[src/rtl/nes_bus_pkg.sv]
// Shared CPU-bus definitions for the NES system slice.
//   dma_state_t   : sprite DMA controller states
//   DMA_REG_ADDR  : CPU write address that starts an OAM DMA ($4014)
//   OAM_DATA_ADDR : PPU OAM data port ($2004), also used by the PPU register decoder
package nes_bus_pkg;

   typedef enum logic [2:0] {
      ST_IDLE  = 3'd0,
      ST_HALT  = 3'd1,
      ST_ALIGN = 3'd2,
      ST_READ  = 3'd3,
      ST_WRITE = 3'd4
   } dma_state_t;

   localparam logic [15:0] DMA_REG_ADDR  = 16'h4014;
   localparam logic [15:0] OAM_DATA_ADDR = 16'h2004;

endpackage

[src/rtl/sprite_dma_if.sv]
// CPU-side / system-bus-side signal bundle for the sprite DMA controller.
//   i_clk_en      : CPU-rate clock enable
//   i_cpu_rw      : core rw (1 = read)
//   i_cpu_address : core address
//   i_cpu_data    : core write data
//   i_data        : system bus read data
//   o_cpu_clk_en  : clock enable routed back to the core
//   o_rw          : system bus rw
//   o_address     : system bus address
//   o_data        : system bus write data
//   o_active      : DMA owns the bus
// Modport master is the DMA block; modport slave is the surrounding system.
interface sprite_dma_if;

   logic        i_clk_en;
   logic        i_cpu_rw;
   logic [15:0] i_cpu_address;
   logic [7:0]  i_cpu_data;
   logic [7:0]  i_data;
   logic        o_cpu_clk_en;
   logic        o_rw;
   logic [15:0] o_address;
   logic [7:0]  o_data;
   logic        o_active;

   modport master (
      input  i_clk_en,
      input  i_cpu_rw,
      input  i_cpu_address,
      input  i_cpu_data,
      input  i_data,
      output o_cpu_clk_en,
      output o_rw,
      output o_address,
      output o_data,
      output o_active
   );

   modport slave (
      output i_clk_en,
      output i_cpu_rw,
      output i_cpu_address,
      output i_cpu_data,
      output i_data,
      input  o_cpu_clk_en,
      input  o_rw,
      input  o_address,
      input  o_data,
      input  o_active
   );

endinterface

[src/rtl/sprite_dma.sv]
// OAM sprite DMA controller. Sits between the 6502 core and the system bus.
// Snoops CPU writes to DMA_REG_ADDR; on a hit it freezes the core through
// o_cpu_clk_en and copies page {r_page,00..FF} to OAM_DATA_ADDR, one READ and
// one WRITE per byte, then returns the bus to the core.
// Ports:
//   i_clk     : system clock
//   i_reset_n : asynchronous active-low reset
//   bus       : sprite_dma_if master modport (core side in, bus side out)
//
// state | meaning
// ------+----------------------------------------------------------------
// IDLE  | core owns the bus; outputs mirror i_cpu_*; watch for $4014 write
// HALT  | first frozen cycle; dummy read of the core's current address
// ALIGN | extra dummy read so that READ always lands on even parity
// READ  | read {r_page, r_index}; latch the returned byte
// WRITE | write the latched byte to OAM data port; advance r_index
module sprite_dma
   import nes_bus_pkg::*;
#(
   parameter logic [15:0] P_DMA_REG_ADDR  = DMA_REG_ADDR,
   parameter logic [15:0] P_OAM_DATA_ADDR = OAM_DATA_ADDR
) (
   input  logic         i_clk,
   input  logic         i_reset_n,
   sprite_dma_if.master bus
);

   dma_state_t  state, state_nxt;
   logic [7:0]  r_page, page_nxt;
   logic [7:0]  r_index, index_nxt;
   logic [7:0]  r_latch, latch_nxt;
   logic        r_odd;

   logic        rw_c;
   logic [15:0] address_c;
   logic [7:0]  data_c;

   always_ff @(posedge i_clk or negedge i_reset_n) begin
      if (!i_reset_n) begin
         state   <= ST_IDLE;
         r_page  <= 8'h00;
         r_index <= 8'h00;
         r_latch <= 8'h00;
         r_odd   <= 1'b0;
      end else if (bus.i_clk_en) begin
         state   <= state_nxt;
         r_page  <= page_nxt;
         r_index <= index_nxt;
         r_latch <= latch_nxt;
         r_odd   <= ~r_odd;
      end
   end

   always_comb begin
      state_nxt = state;
      page_nxt  = r_page;
      index_nxt = r_index;
      latch_nxt = r_latch;
      rw_c      = 1'b1;
      address_c = bus.i_cpu_address;
      data_c    = r_latch;

      case (state)
         ST_IDLE: begin
            rw_c      = bus.i_cpu_rw;
            address_c = bus.i_cpu_address;
            data_c    = bus.i_cpu_data;
            if (!bus.i_cpu_rw && (bus.i_cpu_address == P_DMA_REG_ADDR)) begin
               page_nxt  = bus.i_cpu_data;
               index_nxt = 8'h00;
               state_nxt = ST_HALT;
            end
         end
         ST_HALT: begin
            // HALT with odd parity means the following cycle is already even.
            state_nxt = r_odd ? ST_READ : ST_ALIGN;
         end
         ST_ALIGN: begin
            state_nxt = ST_READ;
         end
         ST_READ: begin
            address_c = {r_page, r_index};
            latch_nxt = bus.i_data;
            state_nxt = ST_WRITE;
         end
         ST_WRITE: begin
            rw_c      = 1'b0;
            address_c = P_OAM_DATA_ADDR;
            index_nxt = r_index + 8'd1;
            state_nxt = (r_index == 8'hFF) ? ST_IDLE : ST_READ;
         end
         default: begin
            state_nxt = ST_IDLE;
         end
      endcase
   end

   assign bus.o_rw         = rw_c;
   assign bus.o_address    = address_c;
   assign bus.o_data       = data_c;
   assign bus.o_active     = (state != ST_IDLE);
   assign bus.o_cpu_clk_en = bus.i_clk_en & (state == ST_IDLE);

endmodule

[src/flat_wrapper.sv]
// flat-port wrapper written by rule: the top's interface ports become plain ports
module sprite_dma_flat import nes_bus_pkg::*;
#(
   parameter logic [15:0] P_DMA_REG_ADDR  = DMA_REG_ADDR,
   parameter logic [15:0] P_OAM_DATA_ADDR = OAM_DATA_ADDR
)
  (i_clk, i_reset_n, bus_i_clk_en, bus_i_cpu_rw, bus_i_cpu_address, bus_i_cpu_data, bus_i_data, bus_o_cpu_clk_en, bus_o_rw, bus_o_address, bus_o_data, bus_o_active);
  sprite_dma_if bus_i ();
  input  logic i_clk;
  input  logic i_reset_n;
  input wire logic [$bits(bus_i.i_clk_en)-1:0] bus_i_clk_en;
  input wire logic [$bits(bus_i.i_cpu_rw)-1:0] bus_i_cpu_rw;
  input wire logic [$bits(bus_i.i_cpu_address)-1:0] bus_i_cpu_address;
  input wire logic [$bits(bus_i.i_cpu_data)-1:0] bus_i_cpu_data;
  input wire logic [$bits(bus_i.i_data)-1:0] bus_i_data;
  output wire logic [$bits(bus_i.o_cpu_clk_en)-1:0] bus_o_cpu_clk_en;
  output wire logic [$bits(bus_i.o_rw)-1:0] bus_o_rw;
  output wire logic [$bits(bus_i.o_address)-1:0] bus_o_address;
  output wire logic [$bits(bus_i.o_data)-1:0] bus_o_data;
  output wire logic [$bits(bus_i.o_active)-1:0] bus_o_active;
  assign bus_i.i_clk_en = bus_i_clk_en;
  assign bus_i.i_cpu_rw = bus_i_cpu_rw;
  assign bus_i.i_cpu_address = bus_i_cpu_address;
  assign bus_i.i_cpu_data = bus_i_cpu_data;
  assign bus_i.i_data = bus_i_data;
  assign bus_o_cpu_clk_en = bus_i.o_cpu_clk_en;
  assign bus_o_rw = bus_i.o_rw;
  assign bus_o_address = bus_i.o_address;
  assign bus_o_data = bus_i.o_data;
  assign bus_o_active = bus_i.o_active;
  sprite_dma #(.P_DMA_REG_ADDR(P_DMA_REG_ADDR), .P_OAM_DATA_ADDR(P_OAM_DATA_ADDR)) u_core (.i_clk(i_clk), .i_reset_n(i_reset_n), .bus(bus_i));
endmodule
[config.mk]
export PLATFORM = sky130hd
export DESIGN_NAME = sprite_dma_flat
export DESIGN_NICKNAME = d
export VERILOG_FILES = /design/src/rtl/nes_bus_pkg.sv /design/src/rtl/sprite_dma_if.sv /design/src/rtl/sprite_dma.sv /design/src/flat_wrapper.sv
export SDC_FILE = /design/constraint.sdc
export NUM_CORES = 1
export LEC_CHECK = 0
export CORE_MARGIN = 2
export CORE_UTILIZATION = 41
export DETAILED_ROUTE_END_ITERATION = 10
export PLACE_DENSITY = 0.74
export SYNTH_ARGS = -nofsm -noshare
export SYNTH_HDL_FRONTEND = slang
export SYNTH_SLANG_ARGS = --single-unit
[constraint.sdc]
create_clock -name i_clk -period 2 [get_ports i_clk]
set_clock_uncertainty 0.05 [all_clocks]
set_input_delay 0.4 -clock i_clk [delete_from_list [all_inputs] [get_ports i_clk]]
set_output_delay 0.4 -clock i_clk [all_outputs]
set_load 0.05 [all_outputs]
Word level (Yosys, flattened, before mapping)
Index checks and enable logic that the tools add are counted.
{ "totals": {"regBits": 28, "input_bits": 36, "wordCells": 33} }
{ "classes": {"addsub": 1, "eq_ne": 7, "muxes": 9, "bitwise": 2, "n_reduce_logical": 9} }
{ "op_table": {"columns": ["cell", "count"], "rows": [
  ["$pmux W16 S2", 1],
  ["$eq A16 B15 Y1 const B", 1],
  ["$mux W8", 2],
  ["$pmux W8 S2", 1],
  ["$pmux W3 S5", 1],
  ["$add A8 B1 Y8 const B", 1],
  ["$eq A8 B8 Y1 const B", 1],
  ["$eq A3 B2 Y1 const B", 2],
  ["$reduce_and A3 Y1", 2],
  ["$reduce_and A2 Y1", 2],
  ["$eq A3 B1 Y1 const B", 1],
  ["$eq A3 B3 Y1 const B", 1],
  ["$logic_not A3 Y1", 1],
  ["$mux W3", 1],
  ["$reduce_bool A3 Y1", 1],
  ["$mux W2", 1],
  ["$ne A2 B1 Y1 const B", 1],
  ["$pmux W1 S2", 1],
  ["$reduce_bool A2 Y1", 1],
  ["$and A1 B1 Y1", 1],
  ["$logic_and A1 B1 Y1", 1],
  ["$logic_not A1 Y1", 1],
  ["$mux W1", 1],
  ["$not A1 Y1", 1]
]} }

Longest topological paths before layout
{ "logic_depth": {"word_depth": 4, "mapped_depth": 6, "ltp_nobuf": 5} }

Least setup slack after synthesis
OpenSTA, ideal clock, no wires.
{ "synth_path": {"path_kind": "register to output", "start": "register u_core.state[0]", "end": "output port bus_o_address[10]", "t_arrival_ps": 1906, "required_ps": 1550, "slack_ps": -356, "path_stages_with_launch": 7, "path_buffers": 2, "cell_sequence": "dfrtp_1 buf_2 nor2b_1 nand2_1 clkbuf_1 o22ai_1 nor2_1"} }
{ "synth_via": {"elab_chain_cells": 2, "elab_cells_between_ends": 3, "cone_classes": "2 x eq/ne; 1 x mux"} }
{ "synth_rtl": {"columns": ["item", "line", "source"], "rows": [
  ["start, declared", "sprite_dma.sv:28", "dma_state_t state, state_nxt;"],
  ["start signal, assigned", "sprite_dma.sv:46", "state <= state_nxt;"],
  ["$eq A3 B3 Y1 / $eq A3 B2 Y1 (equally long branches)", "sprite_dma.sv:63", "case (state)"],
  ["$pmux W16 S2 (*)", "sprite_dma.sv:63", null],
  ["end, declared", "flat_wrapper.sv:18", "output wire logic [$bits(bus_i.o_address)-1:0] bus_o_address;"]
]} }
Every way passes the cells marked *; elsewhere a longest branch is shown, timed or not.

Worst setup path in the final report
{ "layout_path": {"start": "register u_core.state[1]", "end": "output port bus_o_address[0]"} }
The elaborated chain is that of the path after synthesis.

==> impl_metrics.env <==
export IMPL_status="finished, violations left"
export IMPL_violations="negative setup slack"
export IMPL_num_vias=2207
export IMPL_power_frac_clock_pct=5.6
export IMPL_reg2reg_to="u_core.r_page[7]"
export IMPL_max_cap_violations=0
export IMPL_irDropWorstVdd_mv=1.56
export IMPL_worst_setup_path_start_kind="register"
export IMPL_synthTopCellsByArea="dfrtp_1 39%, mux2_2 16%, a21oi_1 5.0%"
export IMPL_setup_viol=28
export IMPL_die_h_um=70.1
export IMPL_die_area_mm2=0.00491
export IMPL_grt_overflow_total=0
export IMPL_grt_use_met3_pct=6.78
export IMPL_rsz0062_at_grt="true"
export IMPL_drt_pass1_iter_count=4
export IMPL_hold_violations=0
export IMPL_max_freq_mhz=460
export IMPL_holdCritPathClass="register to register"
export IMPL_grt_first_pass_wirelength_mm=12.5
export IMPL_vias_per_cell=6.38
export IMPL_grt_pass1_vias=2291
export IMPL_core_mm2=0.00426
export IMPL_crit_path_end_kind="output port"
export IMPL_cp_data_arrival_time_ns=1.72
export IMPL_p_switching_mw=3.56
export IMPL_finalPower_mw=6.91
export IMPL_power_density_mw_per_mm2=1920
export IMPL_ys_seq_area_share_pct=39.2
export IMPL_ys_flop_type="dfrtp_1"
export IMPL_synth_edf_count=0
export IMPL_antenna_found_initial=0
export IMPL_synth_top_cell_by_area="dfrtp_1"
export IMPL_cts_buffer_depth=2
export IMPL_pwr_share_seq_pct=14.9
export IMPL_path_clk_slew_ns=0.10
export IMPL_netlist_cell_type_count=42
export IMPL_reg2reg_depth=8
export IMPL_ctsRootBufferMaster="clkbuf_8"
export IMPL_drtIter0Drc=323
export IMPL_drcViolationCount=0
export IMPL_grt_use_total_pct=33.0
export IMPL_worstPathRequired_ns=1.55
export IMPL_cts_tree="yes"
export IMPL_hp_start="u_core.r_odd"
export IMPL_wl_per_cell_um=25.4
export IMPL_p_comb_share_pct=79.5
export IMPL_worst_slack_ns=-0.173
export IMPL_cp_max_fo=8
export IMPL_r2r_start="u_core.state[0]"
export IMPL_power_leakage_nw=1.53
export IMPL_die_x_um=70.1
export IMPL_met1_usage_pct=39.2
export IMPL_synth_top_area_share_pct=39.2
export IMPL_wl_mm=8.78
export IMPL_grtUsageMet2_pct=57.0
export IMPL_num_antenna_cells=0
export IMPL_area_growth_pct=101
export IMPL_postSynthAreaPerCell_um2=9.42
export IMPL_dp_final_hpwl_mm=4.17
export IMPL_period_needed_ns=2.17
export IMPL_switching_share_pct=51.5
export IMPL_rrSetupSlack_ns=0
export IMPL_hold_depth=1
export IMPL_clock_latency_ns=0.30
export IMPL_cts_sinks=28
export IMPL_power_internal_mw=3.35
export IMPL_ios=63
export IMPL_layout_drive_gt1_share_pct=61.2
export IMPL_syn_area_mm2=0.00179
export IMPL_ant_nets=0
export IMPL_path_class="register to output port"
export IMPL_start_util_pct=42.0
export IMPL_gp_congestion=0.908
export IMPL_nets=332
export IMPL_grt_busiest_layer="met2"
export IMPL_fin_crit_sh_pct=109
export IMPL_utilization_pct=84.4
export IMPL_portBuffers=62
export IMPL_final_max_slew_viol_count=0
export IMPL_ys_warn_count=0
export IMPL_cts_made_buffers=3
export IMPL_worst_pin_slew_ns=0.417
export IMPL_grt_max_degree=29
export IMPL_cts_max_level=1
export IMPL_synthCells=190
export IMPL_min_to="u_core.r_odd"
export IMPL_synth_fp_nets=227
export IMPL_async_reset_ff_share_pct=100
export IMPL_maxSlewHeadroom_pct=72.2
export IMPL_num_rows=24
export IMPL_synth_seq_cells=28
-- synthesized netlist by cell type, types with 4 or more instances --
master / number
o21ai_0: 9
nand4_1: 4
mux2_2: 25
inv_1: 8
dfrtp_1: 28
o22ai_1: 14
nand2_1: 5
clkbuf_1: 10
nor2_1: 20
nand3_1: 4
a21oi_1: 18
-- layout by cell type, fill, tap and decap left out, drive strengths merged, types with 2 or more instances in the layout --
cell,synthesis,layout
a21oi,18,18
a221o,2,2
a22o,3,3
a31o,3,3
and3,3,3
buf,2,80
clkbuf,10,7
clkdlybuf4s15,0,2
clkdlybuf4s50,0,20
dfrtp,28,28
dlygate4sd2,0,7
inv,9,9
mux2,25,25
nand2,5,5
nand2b,3,3
nand3,4,4
nand4,4,4
nor2,20,20
nor3b,2,2
nor4,4,4
o211ai,2,2
o21ai,9,9
o22ai,14,14
-- cell families after synthesis --
logic type                 synth area share (%)
xor gates and xnor gates                  0.490
and+or+nand+nor                            18.0
AOI/OAI and AO/OA                          20.8
muxes                                      16.3
DFF                                        39.2
adders and majority gates                 0.699
buffers and inverters                      4.55
-- power groups by stage --
| stage | registers, mW | clock network, mW | logic [mW] |
|---|---|---|---|
| 2_1_floorplan | 0.871 | 0 | 2.59 |
| 3_3_place_gp | 0.975 | 0 | 3.60 |
| 3_5_place_dp | 0.981 | 0 | 3.63 |
| 4_1_cts | 0.968 | 0.369 | 4.87 |
| 5_1_grt | 1.04 | 0.404 | 5.64 |
| 6_report | 1.03 | 0.389 | 5.49 |
-- per-layer routing --
metal	up-vias	share of wire, %
met5	-	0
met4	0	5.8
met3	56	8.0
met2	145	49
met1	1071	37
li1	935	-
-- metrics by stage --
step,cell area [um^2],cells,hold WS [ns],TNS (ns),worst slack [ns]
CTS,3440,344,0.420,-1.53,-0.0844
detailed placement,2770,328,0.399,-7.49,-0.614
global route,3600,346,0.468,-5.24,-0.243
global placement,2770,328,0.402,-6.97,-0.578
floorplan,1890,190,0.0544,-0.931,-0.110
finish,3600,346,0.444,-3.52,-0.173
-- critical path, cell delays in order (launching register included) --
cell and delay, ns:
dfrtp_1 0.44, buf_4 0.16, buf_6 0.15, nand2_4 0.12
buf_12 0.15, o22ai_2 0.09, nor2_2 0.13, buf_6 0.18
-- sequential cells by signal, indices dropped and copies added, names as in the netlist --
register	count
u_core.r_index	8
u_core.r_odd	1
u_core.r_latch	8
u_core.r_page	8
u_core.state	3
-- repair_timing --
| action | in CTS | in global routing |
|---|---|---|
| pin swaps | 16 | 19 |
| setup buffers | 8 | 2 |
| resized for setup | 144 | 35 |
| hold buffers | 0 | 0 |
| setup endpoints to repair | 38 | 41 |
| gates cloned | 4 | 0 |
-- layout make-up --
class,instances,area [um^2]
multi-input combinational,141,1540
timing repair buffer,112,1190
sequential,28,703
fill,171,667
tap,52,65.1
clock buffer,4,55.1
inverter,9,43.8
-- how the worst max path moves through the flow --
stage                   endpoint  slack, ns                 start
2_1_floorplan   u_core.r_page[1]      -0.11       u_core.state[2]
3_3_place_gp   u_core.r_index[3]      -0.58  bus_i_cpu_address[9]
3_5_place_dp   u_core.r_index[3]      -0.61  bus_i_cpu_address[9]
4_1_cts            bus_o_data[3]      -0.08       u_core.state[2]
5_1_grt         bus_o_address[0]      -0.24       u_core.state[0]
6_report        bus_o_address[0]      -0.17       u_core.state[1]
Note: power is estimated with default switching activity, not from simulation.
